**src/rtl/eth_pkg.sv**
```systemverilog
// Shared Ethernet/ARP constants and the ARP transmit FSM state type,
// used by both the ARP receive and transmit paths.
package eth_pkg;

    localparam logic [15:0] ETHERTYPE_ARP    = 16'h0806;
    localparam logic [15:0] ARP_HTYPE_ETH    = 16'h0001;
    localparam logic [15:0] ARP_PTYPE_IPV4   = 16'h0800;
    localparam logic [7:0]  ARP_HLEN         = 8'd6;
    localparam logic [7:0]  ARP_PLEN         = 8'd4;
    localparam logic [15:0] ARP_OPER_REQUEST = 16'h0001;
    localparam logic [15:0] ARP_OPER_REPLY   = 16'h0002;

    localparam int unsigned ARP_FRAME_LEN = 42;
    localparam int unsigned ETH_MIN_FRAME = 60;

    typedef enum logic {
        ARP_TX_IDLE = 1'b0,
        ARP_TX_SEND = 1'b1
    } arp_tx_state_e;

endpackage

```
**src/rtl/arp_send_if.sv**
```systemverilog
// 8-bit AXI-stream byte channel carrying the ARP reply frame toward the MAC.
interface arp_send_if;

    logic [7:0] tdata;
    logic       tvalid;
    logic       tlast;
    logic       tready;

    modport master (output tdata, output tvalid, output tlast, input tready);
    modport slave  (input tdata, input tvalid, input tlast, output tready);

endinterface

```
**src/rtl/arp_send.sv**
```systemverilog
// ARP reply transmitter: captures a reply request and serialises the
// Ethernet II ARP reply frame one byte per beat onto an AXI stream.
module arp_send
    import eth_pkg::*;
#(
    parameter bit PAD_TO_MIN = 1'b1
) (
    input  logic        clk,
    input  logic        reset,
    input  logic [47:0] mac_addr,
    input  logic [31:0] local_ip_addr,
    input  logic        arp_reply_in,
    input  logic [31:0] remote_ip_addr_in,
    input  logic [47:0] remote_mac_addr_in,
    output logic        reply_ready_out,
    output logic        arp_reply_ack_out,
    arp_send_if.master  axis
);

    localparam int unsigned FRAME_LEN = PAD_TO_MIN ? ETH_MIN_FRAME : ARP_FRAME_LEN;
    localparam logic [5:0]  LAST_IDX  = 6'(FRAME_LEN - 1);

    // Bytes past the 42-byte ARP body are the zero padding.
    function automatic logic [7:0] frame_byte(
        input logic [47:0] sha,
        input logic [31:0] spa,
        input logic [47:0] tha,
        input logic [31:0] tpa,
        input logic [5:0]  idx
    );
        logic [ARP_FRAME_LEN*8-1:0] body;
        int unsigned                pos;
        body = {tha, sha, ETHERTYPE_ARP, ARP_HTYPE_ETH, ARP_PTYPE_IPV4,
                ARP_HLEN, ARP_PLEN, ARP_OPER_REPLY, sha, spa, tha, tpa};
        if (idx < 6'(ARP_FRAME_LEN)) begin
            pos = (ARP_FRAME_LEN - 1) - {26'd0, idx};
            return body[8*pos +: 8];
        end
        return 8'h00;
    endfunction

    arp_tx_state_e state_q, state_d;
    logic [5:0]    idx_q, idx_d;
    logic [47:0]   sha_q, sha_d;
    logic [31:0]   spa_q, spa_d;
    logic [47:0]   tha_q, tha_d;
    logic [31:0]   tpa_q, tpa_d;
    logic [7:0]    tdata_q, tdata_d;
    logic          tvalid_q, tvalid_d;
    logic          tlast_q, tlast_d;
    logic          ack_q, ack_d;

    always_comb begin
        state_d  = state_q;
        idx_d    = idx_q;
        sha_d    = sha_q;
        spa_d    = spa_q;
        tha_d    = tha_q;
        tpa_d    = tpa_q;
        tdata_d  = tdata_q;
        tvalid_d = tvalid_q;
        tlast_d  = tlast_q;
        ack_d    = 1'b0;
        unique case (state_q)
            ARP_TX_IDLE: begin
                if (arp_reply_in) begin
                    sha_d    = mac_addr;
                    spa_d    = local_ip_addr;
                    tha_d    = remote_mac_addr_in;
                    tpa_d    = remote_ip_addr_in;
                    idx_d    = '0;
                    state_d  = ARP_TX_SEND;
                    tvalid_d = 1'b1;
                    tlast_d  = 1'b0;
                    ack_d    = 1'b1;
                    // First byte comes straight from the inputs being captured.
                    tdata_d  = frame_byte(mac_addr, local_ip_addr, remote_mac_addr_in,
                                          remote_ip_addr_in, 6'd0);
                end
            end
            ARP_TX_SEND: begin
                if (tvalid_q && axis.tready) begin
                    if (idx_q == LAST_IDX) begin
                        state_d  = ARP_TX_IDLE;
                        idx_d    = '0;
                        tvalid_d = 1'b0;
                        tlast_d  = 1'b0;
                        tdata_d  = '0;
                    end else begin
                        idx_d   = idx_q + 6'd1;
                        tdata_d = frame_byte(sha_q, spa_q, tha_q, tpa_q, idx_q + 6'd1);
                        tlast_d = ((idx_q + 6'd1) == LAST_IDX);
                    end
                end
            end
            default: state_d = ARP_TX_IDLE;
        endcase
    end

    always_ff @(posedge clk or negedge reset) begin
        if (!reset) begin
            state_q  <= ARP_TX_IDLE;
            idx_q    <= '0;
            sha_q    <= '0;
            spa_q    <= '0;
            tha_q    <= '0;
            tpa_q    <= '0;
            tdata_q  <= '0;
            tvalid_q <= 1'b0;
            tlast_q  <= 1'b0;
            ack_q    <= 1'b0;
        end else begin
            state_q  <= state_d;
            idx_q    <= idx_d;
            sha_q    <= sha_d;
            spa_q    <= spa_d;
            tha_q    <= tha_d;
            tpa_q    <= tpa_d;
            tdata_q  <= tdata_d;
            tvalid_q <= tvalid_d;
            tlast_q  <= tlast_d;
            ack_q    <= ack_d;
        end
    end

    assign axis.tdata        = tdata_q;
    assign axis.tvalid       = tvalid_q;
    assign axis.tlast        = tlast_q;
    assign arp_reply_ack_out = ack_q;
    assign reply_ready_out   = (state_q == ARP_TX_IDLE);

endmodule

```
**src/flat_wrapper.sv**
```systemverilog
// flat-port wrapper written by rule: the top's interface ports become plain ports
module arp_send_flat import eth_pkg::*;
#(
    parameter bit PAD_TO_MIN = 1'b1
)
  (clk, reset, mac_addr, local_ip_addr, arp_reply_in, remote_ip_addr_in, remote_mac_addr_in, reply_ready_out, arp_reply_ack_out, axis_tdata, axis_tvalid, axis_tlast, axis_tready);
  arp_send_if axis_i ();
  input  logic clk;
  input  logic reset;
  input  logic [47:0] mac_addr;
  input  logic [31:0] local_ip_addr;
  input  logic arp_reply_in;
  input  logic [31:0] remote_ip_addr_in;
  input  logic [47:0] remote_mac_addr_in;
  output logic reply_ready_out;
  output logic arp_reply_ack_out;
  output wire logic [$bits(axis_i.tdata)-1:0] axis_tdata;
  output wire logic [$bits(axis_i.tvalid)-1:0] axis_tvalid;
  output wire logic [$bits(axis_i.tlast)-1:0] axis_tlast;
  input wire logic [$bits(axis_i.tready)-1:0] axis_tready;
  assign axis_tdata = axis_i.tdata;
  assign axis_tvalid = axis_i.tvalid;
  assign axis_tlast = axis_i.tlast;
  assign axis_i.tready = axis_tready;
  arp_send #(.PAD_TO_MIN(PAD_TO_MIN)) u_core (.clk(clk), .reset(reset), .mac_addr(mac_addr), .local_ip_addr(local_ip_addr), .arp_reply_in(arp_reply_in), .remote_ip_addr_in(remote_ip_addr_in), .remote_mac_addr_in(remote_mac_addr_in), .reply_ready_out(reply_ready_out), .arp_reply_ack_out(arp_reply_ack_out), .axis(axis_i));
endmodule
```
**config.mk**
```make
export PLATFORM = sky130hd
export DESIGN_NAME = arp_send_flat
export DESIGN_NICKNAME = d
export VERILOG_FILES = /design/src/rtl/eth_pkg.sv /design/src/rtl/arp_send_if.sv /design/src/rtl/arp_send.sv /design/src/flat_wrapper.sv
export SDC_FILE = /design/constraint.sdc
export NUM_CORES = 1
export LEC_CHECK = 0
export CORE_MARGIN = 3
export CORE_UTILIZATION = 43
export DETAILED_ROUTE_END_ITERATION = 10
export HOLD_SLACK_MARGIN = 0.03
export PLACE_DENSITY = 0.78
export SLEW_MARGIN = 20
export SYNTH_ARGS = -nofsm -noshare
export SYNTH_HDL_FRONTEND = slang
export SYNTH_SLANG_ARGS = --single-unit
```
**constraint.sdc**
```tcl
create_clock -name clk -period 3.8 [get_ports clk]
set_clock_uncertainty 0.2 [all_clocks]
set_input_delay 0.76 -clock clk [delete_from_list [all_inputs] [get_ports clk]]
set_output_delay 0.76 -clock clk [all_outputs]
set_load 0.01 [all_outputs]
```
# == Yosys cells after proc, flatten, opt, wreduce, memory -nomap -nowiden ==
# Cells that the tools add are included.
# Widths: inputs -> output; s select.
# totals
ff_bits,178
in_bits,164
output_inout_bits,12
elab_cells,53
# classes
n_addsub,2
n_lt_le_gt_ge,1
n_eq_ne,5
shift,1
n_mux,29
bitwise,1
n_reduce_logical,4
# ops
cell,n
$shiftx 336x33->8,1
$mux 8,6
$mux 6,3
$pmux 8 s2,1
$mux 1,15
$eq 6x6->1 const B,2
$pmux 6 s2,1
$sub 6x6->7 const A,1
$add 6x1->6 const B,1
$lt 6x6->1 const B,1
$ne 2x2->1 const B,3
$pmux 1 s2,3
$reduce_and 2->1,2
$reduce_and 3->1,1
$logic_and 1x1->1,1
$not 1->1,1

# == Logic depth before layout (Yosys ltp) ==
# Gate-level depths: netlist of the first run.
# depth
word_depth,10
ltp_mapped,14
depth_no_buf,11

# == Least setup slack after synthesis of the first run ==
# No wires, ideal clock.
# synth_timing
path_kind,register to register
start,register u_core.idx_q[0]
end,register u_core.tdata_q[2] (netlist: u_core.axis.tdata[2])
setup_ns,0.133
arrival_time_ns,2.843
t_required_ns,3.467
path_slack_ns,0.624
stages_incl_launch_ff,14
n_path_buf,4
period_less_slack_ns,3.176
path_cell_list,dfrtp_1 > buf_4 > inv_1 > ha_1 > buf_2 > a32o_1 > and2_4 > o31ai_4 > a21oi_1 > buf_4 > buf_6 > a22o_1 > a221oi_2 > a31oi_1
# synth_between
elab_chain_len,10
elab_cells_between_ends,14
# synth_rtl
element,line_no,source
"start, declared",arp_send.sv:43,"logic [5:0] idx_q, idx_d;"
"start signal, assigned",arp_send.sv:114,idx_q <= idx_d;
branches (longest 7 deep; another with $sub 6x6->7),n/a,
$mux 8 *,arp_send.sv:83,if (idx_q == LAST_IDX) begin
$mux 8 *,arp_send.sv:82,if (tvalid_q && axis.tready) begin
$pmux 8 s2 *,arp_send.sv:64,unique case (state_q)
"end signal, assigned",arp_send.sv:119,tdata_q <= tdata_d;
"end, declared",arp_send.sv:48,"logic [7:0] tdata_q, tdata_d;"
# Every way passes the cells marked *. The select of a mux whose other input is x is not followed.
# A chain may end at the register's enable or synchronous reset.

# == Worst setup path after layout of the first run ==
# layout_timing
start,register u_core.idx_q[1]
end,register u_core.tdata_q[3] (netlist: u_core.axis.tdata[3])
# The elaborated chain is that of the path after synthesis.

==> impl_metrics.toml, run 1 <==
[logic_synthesis]
synth_warnings = 0
synth_edf_count = 0
ys.flop_type = "dfrtp_1"
ys_types = 70
syn_nets = 1209
synth-seq-cells = 178
synth_area_leader_cell = "dfrtp_1"
syn_avg_cell_area_sq_um = 8.67
synthTopCellsByArea = "dfrtp_1 (49%), nand2_1 (21%), mux4_2 (5.7%)"
netlist_area_sq_mm = 0.00903
synth_top_cell_area_share = 0.493
synthArstFlopShare = 1.00
synth_cells = 1042
ys_seq_area_frac = 0.493

[critical_path]
r2r-start = "u_core.idx_q[1]"
crit_type = "register to register"
rr_endpoint = "u_core.axis.tdata[3]"
cp-startpoint = "u_core.idx_q[1]"
endpoint = "u_core.axis.tdata[3]"
arrival_ps = 3540
crit_path_start_kind = "register"
path_max_fanout = 10
rr_worst_depth = 10
reg2reg_slack_ps = 370
critPathRequiredTime_ps = 3910
crit_path_end_kind = "register"

[pwr]
irDropWorstVdd_mv = 0.644
clockPowerShare = 0.260
intPower_mw = 4.38
pwr-share-comb = 0.421
p_leak_nw = 5.62
p_sw_mw = 2.75
swShare = 0.386
power_frac_seq = 0.319
powerDensity_mw_per_mm2 = 604

[floorplanning]
die_w_um = 151
fp-row-count = 52
dieHeight_um = 151
initial_core_util = 0.442
die_area_sq_mm = 0.0228
coreArea_sq_mm = 0.0204
boundaryPins = 176

[clock_network]
clk_root_buffer_cell = "clkbuf_16"
cts_resized = 0
clockBufferDepth = 2
ctsHoldBuffers = 0
cts_htree_levels = 4
clkTransAtPathRegs_ps = 70
cts_made_buffers = 17
cts_tree = "done"
clock_sinks = 178
worstSkewPairLatency_ps = 430
post_cts.repair.setup_buffers = 0

[drt]
drc = 0
first_pass_iters = 5
vias = 8076
wl_per_cell_um = 19.7
wl_um = 29300
drt-vias-per-instance = 5.42
drt_iter0_markers = 587
antenna_left = 0

[timing]
rsz0062_at_grt = "false"
final.setup.tns_ps = 0
max_slew_margin = 0.329
max_slew.worst_pin.slew_ps = 1010
fin_crit_sh = 0.903
max_freq_ghz = 0.291
hold_violations = 0
fin_crit_ps = 3430
slew_viol_final = 0
setup_viol = 0

[layout]
final_net_count = 1374
syn_to_final_growth_pct = 30.5
mostFrequentLayoutCell = "nand2_1"
drive_gt1_frac = 0.0926
layout_common_cells = "nand2_1 (508), dfrtp_1 (177), clkdlybuf4s50_1 (174)"
antenna_cells = 0
fin_cells = 1490

[grt]
grt_max_degree = 102
grt-ovfl-total = 0
antenna_found_initial = 0
grt_pass1_wl_um = 44700
grt_use_total = 0.259
grt_pass1_vias = 8024

[placement]
dp_cells = 1458
hpwl_um = 21400
io_buffers = 175
globalplace.congestion = 0.975

[min_path]
hold_path_class = "input port to async pin"

[status]
outcome = "finished, final reports clean"

[run]
maxCapViolations = 0
cells in the mapped netlist, types with 3 or more instances:
master,number
buf_1,7
o22ai_1,10
dfrtp_1,178
o31ai_1,3
o41ai_1,4
buf_4,4
o21a_1,3
o21ai_0,31
nor4_1,3
a22o_1,4
nor3_1,11
buf_2,10
a21oi_1,20
nand3_1,17
or3_1,4
a22oi_1,11
a21o_1,3
xnor2_1,9
mux4_2,23
ha_1,3
mux2i_1,17
inv_1,8
nand4_1,5
a211oi_1,3
clkbuf_1,42
a31oi_1,15
a21oi_2,4
nand2_1,509
nand2b_1,5
nor2_1,21
power groups by stage:
stage / registers (mW) / clock network, mW / logic, mW
6_report: 2.27 / 1.85 / 3.00
3_3_place_gp: 2.30 / 0 / 2.96
3_5_place_dp: 2.30 / 0 / 2.93
2_1_floorplan: 2.24 / 0 / 1.78
4_1_cts: 2.27 / 1.88 / 2.95
5_1_grt: 2.29 / 1.97 / 3.19
sequential cells by signal (all words and copies together), names as in the netlist:
name                      cells
u_core.sha_q                 48
u_core.tha_q                 48
u_core.spa_q                 32
u_core.tpa_q                 32
u_core.axis.tdata             8
u_core.idx_q                  6
u_core.arp_reply_ack_out      1
u_core.axis.tlast             1
u_core.axis.tvalid            1
u_core.state_q                1
worst max-delay path, cell delays in order, from the launching register on:
cell and delay (ps):
dfrtp_1 460, ha_1 410, nand3_1 180, xor2_1 330, o31ai_4 160, a21oi_2 500, buf_4 280, a32oi_1 130
a21oi_1 250, nor3_1 90, o41ai_1 320
final cells by class:
type	instances	area [sq um]
Clock buffer	20	447
Clock inverter	12	169
Fill cell	1858	8640
Inverter	9	36.3
Multi-Input combinational cell	790	4270
Sequential cell	178	4460
Tap cell	270	338
Timing Repair Buffer	211	2070
worst min-delay path by stage:
stage | from | endpoint | slack (ps) | cells past startpoint
after floorplan | u_core.sha_q[16] | u_core.sha_q[16] | 240 | 2
after global placement | u_core.tpa_q[23] | u_core.tpa_q[23] | 250 | 2
after detailed placement | u_core.tha_q[6] | u_core.tha_q[6] | 260 | 2
after CTS | reset | u_core.sha_q[42] | 180 | 1
after global routing | reset | u_core.sha_q[45] | 200 | 1
final | reset | u_core.sha_q[42] | 140 | 1
stage by stage:
stage / total power [mW] / instance area, sq um / utilization / setup slack, ps / hold slack [ps]
3_5_place_dp: 5.23 / 11200 / 0.547 / 413 / 260
6_report: 7.12 / 11800 / 0.577 / 368 / 140
2_1_floorplan: 4.02 / 9030 / - / 624 / 240
4_1_cts: 7.10 / 11800 / 0.577 / 414 / 183
3_3_place_gp: 5.26 / 11200 / 0.547 / 547 / 253
5_1_grt: 7.45 / 11800 / 0.577 / 153 / 198
routing by layer:
metal / global-route usage / vias to the layer above / share of wire
met5: 0 / - / 0
met4: 0.0834 / 0 / 0.024
met3: 0.0619 / 42 / 0.068
met2: 0.410 / 311 / 0.47
met1: 0.355 / 3917 / 0.44
li1: - / 3806 / -
cell families after synthesis:
logic type / after synthesis / share of synthesized area
AO/OA/AOI/OAI: 143 / 0.110
XOR/XNOR: 14 / 0.0180
adder cells (fa/ha/maj): 3 / 0.00416
multiplexers: 42 / 0.0787
flip-flops: 178 / 0.493
buffers and inverters: 74 / 0.0355
AND/OR/NAND/NOR: 588 / 0.260
Note: power is estimated with default switching activity, not from simulation.
==> run 2: changes to the inputs <==
- CTS_BUF_LIST: not set -> sky130_fd_sc_hd__clkbuf_16
==> run 2 against run 1 <==
Sequential cell count is the same. Sequential power about the same. Hold slack better by 4.5 ps. Clock power is essentially flat. Sequential share of layout area barely moved. Routed wire length about the same.
==> impl_metrics.toml, run 2 (synthesis results as in run 1) <==
[layout]
fin_util = 0.576
stdcell_area_sq_mm = 0.0118
largest_registers = "u_core.sha_q x48, u_core.tha_q x48"
fill_cells = 1859
mostFrequentLayoutCell = "nand2_1"
ff_latch_area_sq_mm = 0.00446
multi_input_area_sq_mm = 0.00427
final_net_count = 1374
syn_to_final_growth_pct = 30.4
antenna_cells = 0
layout_common_cells = "nand2_1 (508), dfrtp_1 (177), clkdlybuf4s50_1 (174)"
drive_gt1_frac = 0.0918

[clock_network]
cts_tree = "done"
cts_made_buffers = 17
clock_sinks = 178
worstSkewPairLatency_ps = 430
clk_root_buffer_cell = "clkbuf_16"
clockBufferDepth = 2
cts_htree_levels = 4
post_cts.repair.setup_buffers = 0
clkTransAtPathRegs_ps = 70
cts_resized = 0
ctsHoldBuffers = 0

[floorplanning]
fp-row-count = 52
boundaryPins = 176
coreArea_sq_mm = 0.0204
die_area_sq_mm = 0.0228
dieHeight_um = 151
initial_core_util = 0.442
die_w_um = 151

[timing]
hold_violations = 0
final.setup.tns_ps = 0
max_slew.worst_pin.slew_ps = 1010
fin_crit_sh = 0.903
slew_viol_final = 0
setup_viol = 0
max_freq_ghz = 0.291
rsz0062_at_grt = "false"
fin_crit_ps = 3430
max_slew_margin = 0.327

[drt]
first_pass_iters = 5
vias = 8070
wl_per_cell_um = 19.7
wl_um = 29300
drt_iter0_markers = 587
drc = 0
drt-vias-per-instance = 5.42
antenna_left = 0

[critical_path]
crit_type = "register to register"
crit_chain = "ha_1 > nand3_1 > xor2_1 > o31ai_4 > a21oi_2 > buf_4 > a32oi_1 > a21oi_1 > nor3_1 > o41ai_1"
slowest_delay_ps = 500
critPathRequiredTime_ps = 3910
crit_path_end_kind = "register"
arrival_ps = 3550
crit_path_start_kind = "register"
path_max_fanout = 10
worst-path-buf-inv = 1
cp_slowest_cell = "a21oi_2"
critPathTopFamily = "compound AO/OA/AOI/OAI gates"

[pwr]
swShare = 0.387
powerDensity_mw_per_mm2 = 602
irDropWorstVdd_mv = 0.644
clockPowerShare = 0.258
intPower_mw = 4.35
pwr-share-comb = 0.422
p_sw_mw = 2.74
power_frac_seq = 0.320
p_leak_nw = 5.62

[status]
outcome = "finished, final reports clean"

[grt]
grt_pass1_vias = 8024
grt_use_total = 0.259
grt_pass1_wl_um = 44700
antenna_found_initial = 0
grt-ovfl-total = 0
grt_max_degree = 102

[placement]
place_area_sq_mm = 0.0112
hpwl_um = 21400
globalplace.congestion = 0.975
io_buffers = 175

[run]
maxCapViolations = 0

[min_path]
hold_path_class = "input port to async pin"
-- run 2: cell types whose count changed in the layout (fill, tap and decap cells not counted), sizes merged --
cell / delta
inv: +2
clkbuf: -3
clkinv: +1
-- run 2: final timing paths --
kind / start / end / slack [ps] / cells past startpoint
worst min-delay path: reset / u_core.sha_q[42] / 140 / 1
max in group asynchronous: reset / u_core.idx_q[2] / 2460 / 2
min in group clk: u_core.tha_q[31] / u_core.tha_q[31] / 280 / 2
worst max-delay path: u_core.idx_q[1] / u_core.axis.tdata[3] / 370 / 10
worst max register to register: u_core.idx_q[1] / u_core.axis.tdata[3] / 370 / 10
worst min register to register: u_core.tha_q[31] / u_core.tha_q[31] / 280 / 2
-- run 2: through the flow --
| step | power (mW) | hold WS (ps) | std cells | setup slack [ps] |
|---|---|---|---|---|
| 2_1_floorplan | 4.02 | 240 | 1042 | 624 |
| 3_3_place_gp | 5.26 | 253 | 1458 | 547 |
| 3_5_place_dp | 5.23 | 260 | 1458 | 413 |
| 4_1_cts | 7.07 | 182 | 1490 | 414 |
| 5_1_grt | 7.43 | 198 | 1490 | 153 |
| 6_report | 7.09 | 145 | 1490 | 367 |
-- run 2: metal layers --
metal | GRT usage | routed length, um
met5 | 0 | 0
met1 | 0.355 | 12700
met4 | 0.0834 | 756
met2 | 0.410 | 13700
met3 | 0.0619 | 2110
-- run 2: final cells by class --
cell class	instances	share of cell area
inverter	9	0.00308
tap	270	0.0287
clock buffer	17	0.0361
multi-input combinational	790	0.362
clock inverter	15	0.0153
timing repair buffer	211	0.176
sequential	178	0.378
-- run 2: power groups by stage --
| stage | registers [mW] | clock network [mW] | logic (mW) |
|---|---|---|---|
| CTS | 2.27 | 1.85 | 2.95 |
| floorplan | 2.24 | 0 | 1.78 |
| global placement | 2.30 | 0 | 2.96 |
| global route | 2.29 | 1.94 | 3.19 |
| detailed placement | 2.30 | 0 | 2.93 |
| finish | 2.27 | 1.83 | 2.99 |
-- run 2: worst register-to-register path, stage by stage, from the launching register on --
cell     delay, ps
dfrtp_1        460
ha_1           410
nand3_1        190
xor2_1         330
o31ai_4        160
a21oi_2        500
buf_4          290
a32oi_1        130
a21oi_1        250
nor3_1          90
o41ai_1        320
==> run 3: changes to the inputs <==
- CORE_UTILIZATION: 43 -> 50
- PLACE_DENSITY: 0.78 -> 0.88
==> run 3 against run 2 <==
Critical path type unchanged. Sequential cell count is the same. Sequential share of layout area is 0.36 points higher. Register-to-register slack worse by 60 ps. First-iteration DRC count grew 42%. Clock-buffer cell count did not move.
==> impl_metrics.toml, run 3 (synthesis results as in run 1) <==
[status]
outcome = "finished, final reports clean"

[pwr]
powerDensity_mw_per_mm2 = 600
p_leak_nw = 5.60
swShare = 0.393
intPower_mw = 4.25
pwr-share-comb = 0.413
power_mw = 7.00
power_frac_seq = 0.325
p_sw_mw = 2.75
clockPowerShare = 0.261
irDropWorstVdd_mv = 0.385

[clock_network]
cts_made_buffers = 17
ctsHoldBuffers = 0
cts_tree = "done"
cts_htree_levels = 4
cts_resized = 0
worstSkewPairLatency_ps = 440
clk_root_buffer_cell = "clkbuf_16"
clkTransAtPathRegs_ps = 70
clock_sinks = 178
clockBufferDepth = 2
post_cts.repair.setup_buffers = 0

[critical_path]
cp_common_cell = "buf_4"
rr_endpoint = "u_core.axis.tdata[0]"
slowest_delay_ps = 480
arrival_ps = 3610
critPathRequiredTime_ps = 3920
path_max_fanout = 15
rr_worst_depth = 11
reg2reg_slack_ps = 310
cp_slowest_cell = "dfrtp_1"
critPathTopFamily = "compound AO/OA/AOI/OAI gates"
r2r-start = "u_core.idx_q[1]"
worst-path-buf-inv = 2
crit_path_end_kind = "register"
crit_chain = "ha_1 > nand3_1 > xor2_1 > o31ai_4 > buf_4 > a21oi_1 > buf_4 > a22oi_1 > o32ai_1 > a211oi_1 > o41ai_1"
crit_path_start_kind = "register"
crit_type = "register to register"

[drt]
wl_um = 28100
drt_iter0_markers = 833
vias = 8289
wl_per_cell_um = 19.5
first_pass_iters = 6
drt-vias-per-instance = 5.76
antenna_left = 0
drc = 0

[grt]
grt_use_total = 0.286
grt-ovfl-total = 0
grt_max_degree = 90
grt_pass1_vias = 8420
grt_pass1_wl_um = 44200
antenna_found_initial = 0

[timing]
fin_crit_sh = 0.918
final.setup.tns_ps = 0
slew_viol_final = 0
hold_violations = 0
setup_ws_ps = 310
setup_viol = 0
max_slew.worst_pin.slew_ps = 833
rsz0062_at_grt = "false"
max_slew_margin = 0.444
max_freq_ghz = 0.287
fin_crit_ps = 3490

[run]
maxCapViolations = 0

[layout]
final_net_count = 1369
syn_to_final_growth_pct = 29.2
drive_gt1_frac = 0.0914
stdcell_area_sq_mm = 0.0117
fill_cells = 1370
largest_registers = "u_core.sha_q x48, u_core.tha_q x48"
antenna_cells = 0
layout_common_cells = "nand2_1 (508), dfrtp_1 (177), clkdlybuf4s50_1 (174)"
fin_util = 0.668
mostFrequentLayoutCell = "nand2_1"

[floorplanning]
boundaryPins = 176
initial_core_util = 0.517
die_w_um = 140
die_area_sq_mm = 0.0197
fp-row-count = 48
coreArea_sq_mm = 0.0175
dieHeight_um = 140

[placement]
place_area_sq_mm = 0.0110
io_buffers = 175
globalplace.congestion = 0.993
dp_slack_ps = 344
hpwl_um = 20200

[min_path]
hold_path_class = "input port to async pin"
## run 3: cell count changes in the layout (fill, tap and decap cells not counted), sizes merged
cell / previous run / this run
clkinvlp: 2 / 1
bufinv: 3 / 2
clkinv: 3 / 7
inv: 16 / 14
buf: 37 / 32
## run 3: area by class of cell
type | instances | area [sq um] | area share
Tap cell | 225 | 282 | 0.0241
Sequential cell | 178 | 4460 | 0.382
Timing Repair Buffer | 206 | 2000 | 0.171
Clock inverter | 15 | 194 | 0.0166
Clock buffer | 17 | 425 | 0.0365
Inverter | 9 | 36.3 | 0.00311
Multi-Input combinational cell | 790 | 4280 | 0.366
## run 3: how the worst max path moves through the flow
stage | start | end | slack [ps] | depth (start not counted)
2_1_floorplan | u_core.idx_q[0] | u_core.axis.tdata[2] | 620 | 13
3_3_place_gp | u_core.idx_q[1] | u_core.axis.tdata[0] | 450 | 11
3_5_place_dp | u_core.idx_q[1] | u_core.axis.tdata[7] | 340 | 9
4_1_cts | u_core.idx_q[1] | u_core.axis.tdata[7] | 300 | 9
5_1_grt | u_core.idx_q[1] | u_core.axis.tdata[0] | 140 | 10
6_report | u_core.idx_q[1] | u_core.axis.tdata[0] | 310 | 11
## run 3: metrics by stage
| stage | instances | hold WS [ps] |
|---|---|---|
| after CTS | 1440 | 170 |
| after global routing | 1440 | 197 |
| after global placement | 1408 | 251 |
| final | 1440 | 143 |
| after floorplan | 1042 | 240 |
| after detailed placement | 1408 | 259 |
## run 3: power groups by stage
stage,registers [mW],clock network [mW],logic (mW)
4_1_cts,2.27,1.86,2.81
3_3_place_gp,2.29,0,2.79
5_1_grt,2.29,1.93,3.08
3_5_place_dp,2.30,0,2.78
2_1_floorplan,2.24,0,1.78
6_report,2.28,1.83,2.89
## run 3: layer usage
layer  global-route usage  routed length, um
met1                0.382              11400
met2                0.459              13400
met3               0.0679               2310
met4                0.101               1010
met5                    0                  0
